--- src/rtl/msrv32_pkg.sv ---
// msrv32_pkg: shared state encoding, access sizes and timeout default for the LSU control stage
package msrv32_pkg;
  typedef enum logic [2:0] {IDLE, WR, RD, DONE, ERR} state_t;
  localparam logic [1:0] LS_BYTE = 2'b00;
  localparam logic [1:0] LS_HALF = 2'b01;
  localparam logic [1:0] LS_WORD = 2'b10;
  localparam int TIMEOUT_DEFAULT = 16;
endpackage

--- src/rtl/msrv32_load_align.sv ---
// msrv32_load_align: selects the addressed byte/half of a bus word and sign- or zero-extends it
module msrv32_load_align
  import msrv32_pkg::*;
(
  input  logic [31:0] data,
  input  logic [1:0]  offset,
  input  logic [1:0]  size,
  input  logic        unsigned_load,
  output logic [31:0] result
);
  logic [7:0]  b;
  logic [15:0] h;
  assign b = data[{offset, 3'b000} +: 8];
  assign h = data[{offset[1], 4'b0000} +: 16];
  always_comb begin
    result = size == LS_BYTE ? {{24{~unsigned_load & b[7]}}, b} :
             size == LS_HALF ? {{16{~unsigned_load & h[15]}}, h} : data;
  end
endmodule

--- src/rtl/msrv32_lsu_ctrl.sv ---
// msrv32_lsu_ctrl: load/store bus handshake with timeout, pipeline stall and aligned load return
module msrv32_lsu_ctrl
  import msrv32_pkg::*;
#(
  parameter int TIMEOUT_CYCLES = TIMEOUT_DEFAULT,
  parameter int CNT_W = 5
) (
  input  logic        ms_riscv32_mp_clk_in,
  input  logic        ms_riscv32_mp_rst_in,
  input  logic        mem_wr_req_in,
  input  logic        mem_rd_req_in,
  input  logic [1:0]  load_size_in,
  input  logic        load_unsigned_in,
  input  logic [31:0] iadder_in,
  input  logic [31:0] rs2_in,
  input  logic        trap_taken_in,
  input  logic        hready_in,
  input  logic [31:0] dmdata_in,
  output logic [31:0] dmaddr_out,
  output logic [31:0] dmdata_out,
  output logic [3:0]  dmwr_mask_out,
  output logic        dmwr_req_out,
  output logic        dmrd_req_out,
  output logic        stall_out,
  output logic [31:0] load_data_out,
  output logic        load_valid_out,
  output logic        bus_error_out
);
  state_t state, state_nxt;
  logic [CNT_W-1:0] cnt;
  logic [1:0] off, size;
  logic uns, is_rd, accept, bus, timeout;
  logic [31:0] aligned;
  assign accept = state == IDLE && (mem_wr_req_in || mem_rd_req_in) && !trap_taken_in;
  assign bus = state == WR || state == RD;
  assign timeout = !hready_in && cnt == CNT_W'(TIMEOUT_CYCLES - 1);
  always_comb begin
    state_nxt = accept ? (mem_wr_req_in ? WR : RD) :
                bus ? (hready_in ? DONE : timeout ? ERR : state) : IDLE;
  end
  msrv32_load_align u_align (
    .data(dmdata_in),
    .offset(off),
    .size(size),
    .unsigned_load(uns),
    .result(aligned)
  );
  always_ff @(posedge ms_riscv32_mp_clk_in) begin
    if (ms_riscv32_mp_rst_in) begin
      state <= IDLE;
      cnt <= '0;
      off <= '0;
      size <= '0;
      uns <= 1'b0;
      is_rd <= 1'b0;
      dmaddr_out <= '0;
      dmdata_out <= '0;
      dmwr_mask_out <= '0;
      load_data_out <= '0;
    end else begin
      state <= state_nxt;
      cnt <= bus && !hready_in ? cnt + CNT_W'(1) : '0;
      if (accept) begin
        off <= iadder_in[1:0];
        size <= load_size_in;
        uns <= load_unsigned_in;
        is_rd <= !mem_wr_req_in;
        dmaddr_out <= {iadder_in[31:2], 2'b00};
        dmdata_out <= load_size_in == LS_BYTE ? {4{rs2_in[7:0]}} :
                      load_size_in == LS_HALF ? {2{rs2_in[15:0]}} : rs2_in;
        dmwr_mask_out <= load_size_in == LS_BYTE ? 4'b0001 << iadder_in[1:0] :
                         load_size_in == LS_HALF ? (iadder_in[1] ? 4'b1100 : 4'b0011) : 4'b1111;
      end
      if (state == RD && hready_in) load_data_out <= aligned;
    end
  end
  assign dmwr_req_out = state == WR;
  assign dmrd_req_out = state == RD;
  assign stall_out = accept || bus;
  assign load_valid_out = state == DONE && is_rd;
  assign bus_error_out = state == ERR;
endmodule

--- config.mk ---
export PLATFORM = sky130hd
export DESIGN_NAME = msrv32_lsu_ctrl
export DESIGN_NICKNAME = d
export VERILOG_FILES = /design/src/rtl/msrv32_pkg.sv /design/src/rtl/msrv32_load_align.sv /design/src/rtl/msrv32_lsu_ctrl.sv
export SDC_FILE = /design/constraint.sdc
export NUM_CORES = 1
export LEC_CHECK = 0
export CELL_PAD_IN_SITES_DETAIL_PLACEMENT = 0
export CELL_PAD_IN_SITES_GLOBAL_PLACEMENT = 1
export CORE_MARGIN = 2
export CORE_UTILIZATION = 29
export DETAILED_ROUTE_END_ITERATION = 8
export GPL_TIMING_DRIVEN = 1
export PLACE_DENSITY = 0.89
export SYNTH_ARGS = -nofsm -noshare
export SYNTH_HDL_FRONTEND = slang
export SYNTH_HIERARCHICAL = 1
export SYNTH_SLANG_ARGS = --single-unit
--- constraint.sdc ---
create_clock -name ms_riscv32_mp_clk_in -period 2.2 [get_ports ms_riscv32_mp_clk_in]
set_clock_uncertainty 0.2 [all_clocks]
set_input_delay 0.44 -clock ms_riscv32_mp_clk_in [delete_from_list [all_inputs] [get_ports ms_riscv32_mp_clk_in]]
set_output_delay 0.44 -clock ms_riscv32_mp_clk_in [all_outputs]
set_load 0.03 [all_outputs]
==> summary.md, run 1 <==
| Metric | Value |
|---|---|
| Run status | finished, violations left |
| Violated checks | setup timing |
| IO Pins | 210 |
| Row cnt | 50 |
| Hold_ws | 0.185 ns |
| Largest net degree at the start of global routing | 97 |
| P&R area growth vs syn | 54.2% |
| Worst hold path type | in -> reg |
| Post-route cell area | 0.00864 mm^2 |
| Sequential area share after synthesis | 0.400 |
| Period utilisation layout | 1.05 |
| Crit path kind | reg -> out |
| H-tree depth | 3 |
| M1 wire length | 8.59 mm |
| Global-route wire length before repair | 30.6 mm |
| Final GP Congestion | 0.808 |
| Multi-input gate area | 0.00304 mm^2 |
| Path depth of the worst reg2reg path | 6 |
| Avg Inst Size Synth | 8.30 um^2 |
| Vias per std cell | 5.07 |
| Data required time of the worst path | 1.56 ns |
| Library cells used by synthesis | 45 |
| Clock buffer depth | 2 |
| VDD IR max | 443 uV |
| Placed Area | 0.00818 mm^2 |
| Clock Power Share | 0.244 |
| Max Used Layer | met4 |
| Final hold violation count | 0 |
| Remaining Overflow, GRT | 0 |
| Critical Path Start | state[2] |
| Count of flip-flops with a built-in enable after synthesis | 0 |
| Crit start category | register |
| Reg2reg end | state[1] |
| Synth top area share | 0.400 |
| Max Fclk | 0.431 GHz |
| Cell taking the most area after synthesis | dfxtp_1 |
| Setup violators final | 1 |
| Vias in the first global route | 5,572 |
| Gate power share | 0.446 |
| Unrepaired setup endpoints after global routing | true |
| Primary FF master, synth | dfxtp_1 |
| Post-synth ARST share | 0 |
| WL/cell | 17.2 um |
| DRT Wirelength | 19.8 mm |
| Setup TNS | -0.118 ns |
| Drt initial violations | 312 |
| Sequential Power Share | 0.310 |
| Clock Pin Slew Worst Setup and Hold Paths | 0.07 ns |
| Total track usage | 0.192 |
| Leakage power total | 3.09 nW |
| Flops & latches, synth | 112 |
| Setup slack, reg-to-reg | 0.06 ns |
| WL met3 | 1.87 mm |
| Sw Share | 0.366 |
| Die width | 143 um |
| Layout cells sized above 1 | 0.143 |
| Detailed-router iteration count before antenna repair | 5 |
| Fill count | 1,819 |
| Number of CTS-inserted buffers | 9 |
| Die area | 0.0204 mm^2 |
| MaxCap Viol Count | 0 |
| NetSw | 3.03 mW |
| Synth Cell Area | 0.00560 mm^2 |
| Register Area | 0.00225 mm^2 |
| Final ANT Viol Nets | 0 |
| Ys Warns | 6 |
| N_diodes | 0 |
| HPWL after DPL | 13.6 mm |
| CP arrival | 1.68 ns |
| Slew Viols, Final | 0 |
| Crit Path Max Fanout | 2 |
| Cts hold-fix bufs | 0 |
| Clk sinks | 112 |
| CTS root buffer | clkbuf_16 |
| Synthesized instance count | 675 |
| Die Ht | 143 um |
| DRC viols | 0 |
| Final-stage net count | 989 |
| Int Power | 5.24 mW |
| Clk Latency, worst-skew pair | 0.35 ns |
| Largest cells by area after synthesis | dfxtp_1 (40%), a21oi_1 (8.7%), o21ai_0 (5.8%) |
| PwrDens | 958 mW/mm^2 |
| Setup ws final | -0.118 ns |
| Antenna violations before repair | 0 |
| Critical Path End Type | output port |
| Initial Util | 0.298 |
| Core area | 0.0188 mm^2 |
| Number of port buffers | 207 |
| Min cycle time layout | 2.32 ns |
| CTS tree | yes |
| Routed via count | 5,809 |
| Met2 wire len | 8.93 mm |
| Critical Path End | stall_out |
| Worst reg2reg startpoint | state[2] |
[cells in the final DEF (no fill, tap or decap), types with 10 or more instances in the layout]
master,instances
nand3_1,55
nor2_1,19
clkdlybuf4s50_1,201
nand2b_1,10
a211oi_1,18
a311oi_1,10
nor2b_1,33
o21ai_0,65
a21oi_1,97
mux2i_1,16
nand2_1,83
dfxtp_1,110
buf_4,48
o21ai_2,12
[critical path: stages, from the launching register on]
cell,delay [ns]
dfxtp_4,0.35
buf_6,0.11
or4_4,0.52
nor2_4,0.12
a21o_4,0.10
buf_6,0.12
[flip-flops by register name, indices dropped and copies added, names as in the netlist]
| name | cells |
|---|---|
| dmdata_out | 32 |
| load_data_out | 32 |
| dmaddr_out | 30 |
| cnt | 5 |
| dmwr_mask_out | 4 |
| state | 3 |
| off | 2 |
| size | 2 |
| is_rd | 1 |
| uns | 1 |
[what timing repair did]
action | 4_1_cts | 5_1_grt
pin swaps | 2 | 1
endpoints found under the setup margin | 5 | 5
setup buffers | 6 | 1
resized for setup | 23 | 4
cloned | 0 | 0
[cell usage after synthesis (2+ instances only)]
cell	instances
buf_2	8
nor2b_1	33
inv_1	6
a211oi_1	18
mux2_2	9
o21ai_2	12
buf_4	2
nand2_1	83
dfxtp_1	112
xor2_1	2
or3_1	2
nor3b_1	2
o21ai_0	65
nor2_1	21
mux4_1	7
nand3_1	55
buf_1	5
o22ai_2	8
a311oi_1	10
nor3_1	3
nand2b_1	10
a21oi_1	97
buf_6	5
or2_2	2
ha_1	2
and3b_1	8
buf_8	2
o22ai_1	7
mux2i_1	16
clkbuf_1	48
[kinds of logic (layout without fill, tap and decap cells)]
| family | Yosys count | count (layout) | synth area share |
|---|---|---|---|
| mux | 33 | 33 | 0.0835 |
| other cells | 1 | 2 | 0.000669 |
| simple gates | 226 | 226 | 0.203 |
| compound gates | 221 | 221 | 0.238 |
| fa+ha+maj | 2 | 2 | 0.00447 |
| buf+inv | 77 | 287 | 0.0657 |
| xor+xnor | 3 | 3 | 0.00469 |
| flops | 112 | 112 | 0.400 |
[final cells by class]
cell class,count,share of cell area
multi-input combinational,487,0.352
tap,260,0.0377
sequential,112,0.260
clock inverter,5,0.0149
timing repair buffer,266,0.306
inverter,6,0.00261
clock buffer,10,0.0265
[power groups by stage]
stage          sequential (mW)  clock (mW)  combinational [mW]
6_report                  2.56        2.02                3.69
5_1_grt                   2.60        2.13                3.98
4_1_cts                   2.56        2.06                3.70
3_5_place_dp              2.60           0                3.61
3_3_place_gp              2.60           0                3.59
2_1_floorplan             3.10           0                1.63
[how the worst min path moves through the flow]
stage	slack, ns	startpoint	depth (start not counted)	endpoint
after floorplan	0.22	cnt[0]	1	cnt[0]
after global placement	0.23	cnt[0]	1	cnt[0]
after detailed placement	0.24	cnt[0]	1	cnt[0]
after CTS	0.16	ms_riscv32_mp_rst_in	2	state[1]
after global routing	0.18	ms_riscv32_mp_rst_in	2	state[1]
final	0.18	ms_riscv32_mp_rst_in	2	state[1]
[through the flow]
step           cells  power (mW)   util  setup WS [ns]
4_1_cts         1145        8.32  0.457         -0.158
2_1_floorplan    676        4.73      -         0.0394
5_1_grt         1146        8.71  0.459         -0.161
6_report        1146        8.27  0.459         -0.118
3_5_place_dp    1124        6.21  0.434         -0.158
3_3_place_gp    1124        6.19  0.434         -0.113
[metal layers]
layer,up-vias,GRT usage
li1,2808,-
met1,2729,0.252
met2,249,0.298
met3,23,0.0604
met4,0,0.0625
met5,-,0
(Power assumes the default switching activity.)
==> inputs of run 2 (changes only) <==
CORE_UTILIZATION = 30   (was 29)
CTS_BUF_LIST = sky130_fd_sc_hd__clkbuf_4 sky130_fd_sc_hd__clkbuf_8   (was not set)
PLACE_DENSITY = 0.91   (was 0.89)
==> run 2 against run 1 <==
The flow still finishes with violations (setup timing). Global-route usage shrank 0.11 points. Power is 10% lower. Register-to-register slack gained 0.06 ns. Largest power group unchanged.
==> summary.md, run 2 (same netlist as run 1, synthesis figures left out) <==
| Metric | Value |
|---|---|
| Run status | finished, violations left |
| Violated checks | setup timing |
| Hold path depth | 1 (-1) |
| Total track usage | 0.190 (-0.00110) |
| CP max-delay cell | or4_4 |
| CTS tree | yes |
| Leakage power total | 2.96 nW (-4.4%) |
| Initial Util | 0.309 (+0.0112) |
| CTS root buffer | clkbuf_8 |
| DRT Wirelength | 19.3 mm (-2.3%) |
| Final hold violation count | 0 (unchanged) |
| Int Power | 4.43 mW (-15%) |
| IO Pins | 210 (unchanged) |
| VDD IR max | 379 uV (-14%) |
| Setup violators final | 1 (unchanged) |
| Die Ht | 141 um (-1.6%) |
| DRC viols | 0 (unchanged) |
| Post-route cell area | 0.00832 mm^2 (-3.7%) |
| NetSw | 2.98 mW (-1.7%) |
| CP Cell Sequence | or4_4 -> nor2_4 -> a21o_4 -> buf_6 |
| Max Fclk | 0.442 GHz (+2.5%) |
| Slew Viols, Final | 0 (unchanged) |
| Crit Path Max Fanout | 2 (unchanged) |
| Vias in the first global route | 5,431 (-2.5%) |
| Clk sinks | 112 (unchanged) |
| Largest net degree at the start of global routing | 108 (+11%) |
| Unrepaired setup endpoints after global routing | true |
| Crit start category | register |
| Clk Latency, worst-skew pair | 0.38 ns (+0.03 ns) |
| Setup ws final | -0.0613 ns (+0.0563 ns) |
| Number of port buffers | 207 (unchanged) |
| Layout cells sized above 1 | 0.132 (-0.0111) |
| Antenna violations before repair | 0 (unchanged) |
| Final ANT Viol Nets | 0 (unchanged) |
| Sw Share | 0.402 (+0.0355) |
| Data required time of the worst path | 1.56 ns (about the same) |
| WL/cell | 17.5 um (+1.3%) |
| Post-Layout Cell Count | 1,106 (-3.5%) |
| Detailed-router iteration count before antenna repair | 4 (-1) |
| Pre-CTS setup slack | -0.134 ns (+0.0236 ns) |
| H-tree depth | 3 (unchanged) |
| Crit path kind | reg -> out |
| Die width | 141 um (-1.6%) |
| Die area | 0.0198 mm^2 (-3.2%) |
| Min cycle time layout | 2.26 ns (-0.0563 ns) |
| Row cnt | 49 (-2.0%) |
| Core Util, Final | 0.458 (about the same) |
| Sequential Power Share | 0.344 (+0.034) |
| Core area | 0.0181 mm^2 (-3.6%) |
| WP buf/inv | 1 (-1) |
| Routed via count | 5,681 (-2.2%) |
| Clock Pin Slew Worst Setup and Hold Paths | 0.10 ns (+0.03 ns) |
| Setup TNS | -0.0613 ns (+0.0563 ns) |
| P&R area growth vs syn | 48.5% |
| Most frequent cells in the layout | clkdlybuf4s50_1 (200), dfxtp_1 (109), a21oi_1 (97) |
| Vias per std cell | 5.14 (+1.3%) |
| Final-stage net count | 979 (-1.0%) |
| N_diodes | 0 (unchanged) |
| Clock buffer depth | 2 (unchanged) |
| CP arrival | 1.62 ns (-0.06 ns) |
| Final GP Congestion | 0.816 (+0.98%) |
| Worst hold path type | reg -> reg |
| MaxCap Viol Count | 0 (unchanged) |
| Global-route wire length before repair | 30.1 mm (-1.5%) |
| PwrDens | 891 mW/mm^2 (-6.9%) |
| Clock Power Share | 0.168 (-0.076) |
| WP depth | 4 (-1) |
| Period utilisation layout | 1.03 (-0.0256) |
| Remaining Overflow, GRT | 0 (unchanged) |
| Path depth of the worst reg2reg path | 5 (-1) |
| Cell family with most CP delay | simple AND/OR/NAND/NOR gates |
| Top Registers | dmdata_out x32, load_data_out x32, dmaddr_out x30 |
| Number of CTS-inserted buffers | 9 (unchanged) |
| Slew margin rel. | 0.651 |
| Overall power | 7.41 mW (-10%) |
| HPWL after DPL | 13.4 mm (-1.3%) |
| Hold_ws | 0.255 ns (+0.0707 ns) |
| Drt initial violations | 255 (-18%) |
| Tightest Pin Transition | 0.523 ns |
| Placed Area | 0.00807 mm^2 (-1.3%) |
| Number of cells after detailed placement | 1,084 (-3.6%) |
| Critical Path End Type | output port |
| Worst stage delay on the critical path | 0.56 ns (+0.04 ns) |
| Most common cell after layout, fill and taps aside | clkdlybuf4s50_1 |
| Gate power share | 0.488 (+0.042) |
[run 2: final timing paths]
| check | start | endpoint | slack, ns |
|---|---|---|---|
| worst max register to register | state[0] | state[1] | 0.12 |
| worst min-delay path | cnt[0] | cnt[0] | 0.26 |
| worst min register to register | cnt[0] | cnt[0] | 0.26 |
| worst max-delay path | state[0] | stall_out | -0.06 |
[run 2: layer usage]
layer | share of wire | track usage
met5 | 0 | 0
met2 | 0.45 | 0.297
met4 | 0.015 | 0.0547
met1 | 0.45 | 0.255
met3 | 0.084 | 0.0591
[run 2: worst reg2reg max path, stage by stage, from the launching register on]
cell      delay [ns]
dfxtp_4         0.36
or4_4           0.56
buf_4           0.16
buf_4           0.14
or3_1           0.32
a221oi_2        0.27
[run 2: final cells by class]
| type | count | area, um^2 |
|---|---|---|
| Tap cell | 229 | 287 |
| Multi-Input combinational cell | 487 | 3030 |
| Sequential cell | 112 | 2250 |
| Timing Repair Buffer | 256 | 2540 |
| Fill cell | 1784 | 9830 |
| Clock inverter | 5 | 40.0 |
| Inverter | 6 | 22.5 |
| Clock buffer | 11 | 151 |
[run 2: timing repair]
action,in CTS,in global routing
endpoints found under the hold margin,0,0
hold buffers,0,0
pin swaps,2,2
endpoints found under the setup margin,4,2
resized for setup,22,2
setup buffers,6,0
[run 2: power by group through the flow]
stage | combinational (mW) | clock, mW | sequential, mW
final | 3.62 | 1.25 | 2.55
after global routing | 3.88 | 1.38 | 2.59
after CTS | 3.64 | 1.29 | 2.55
after detailed placement | 3.55 | 0 | 2.61
after global placement | 3.52 | 0 | 2.60
after floorplan | 1.63 | 0 | 3.10
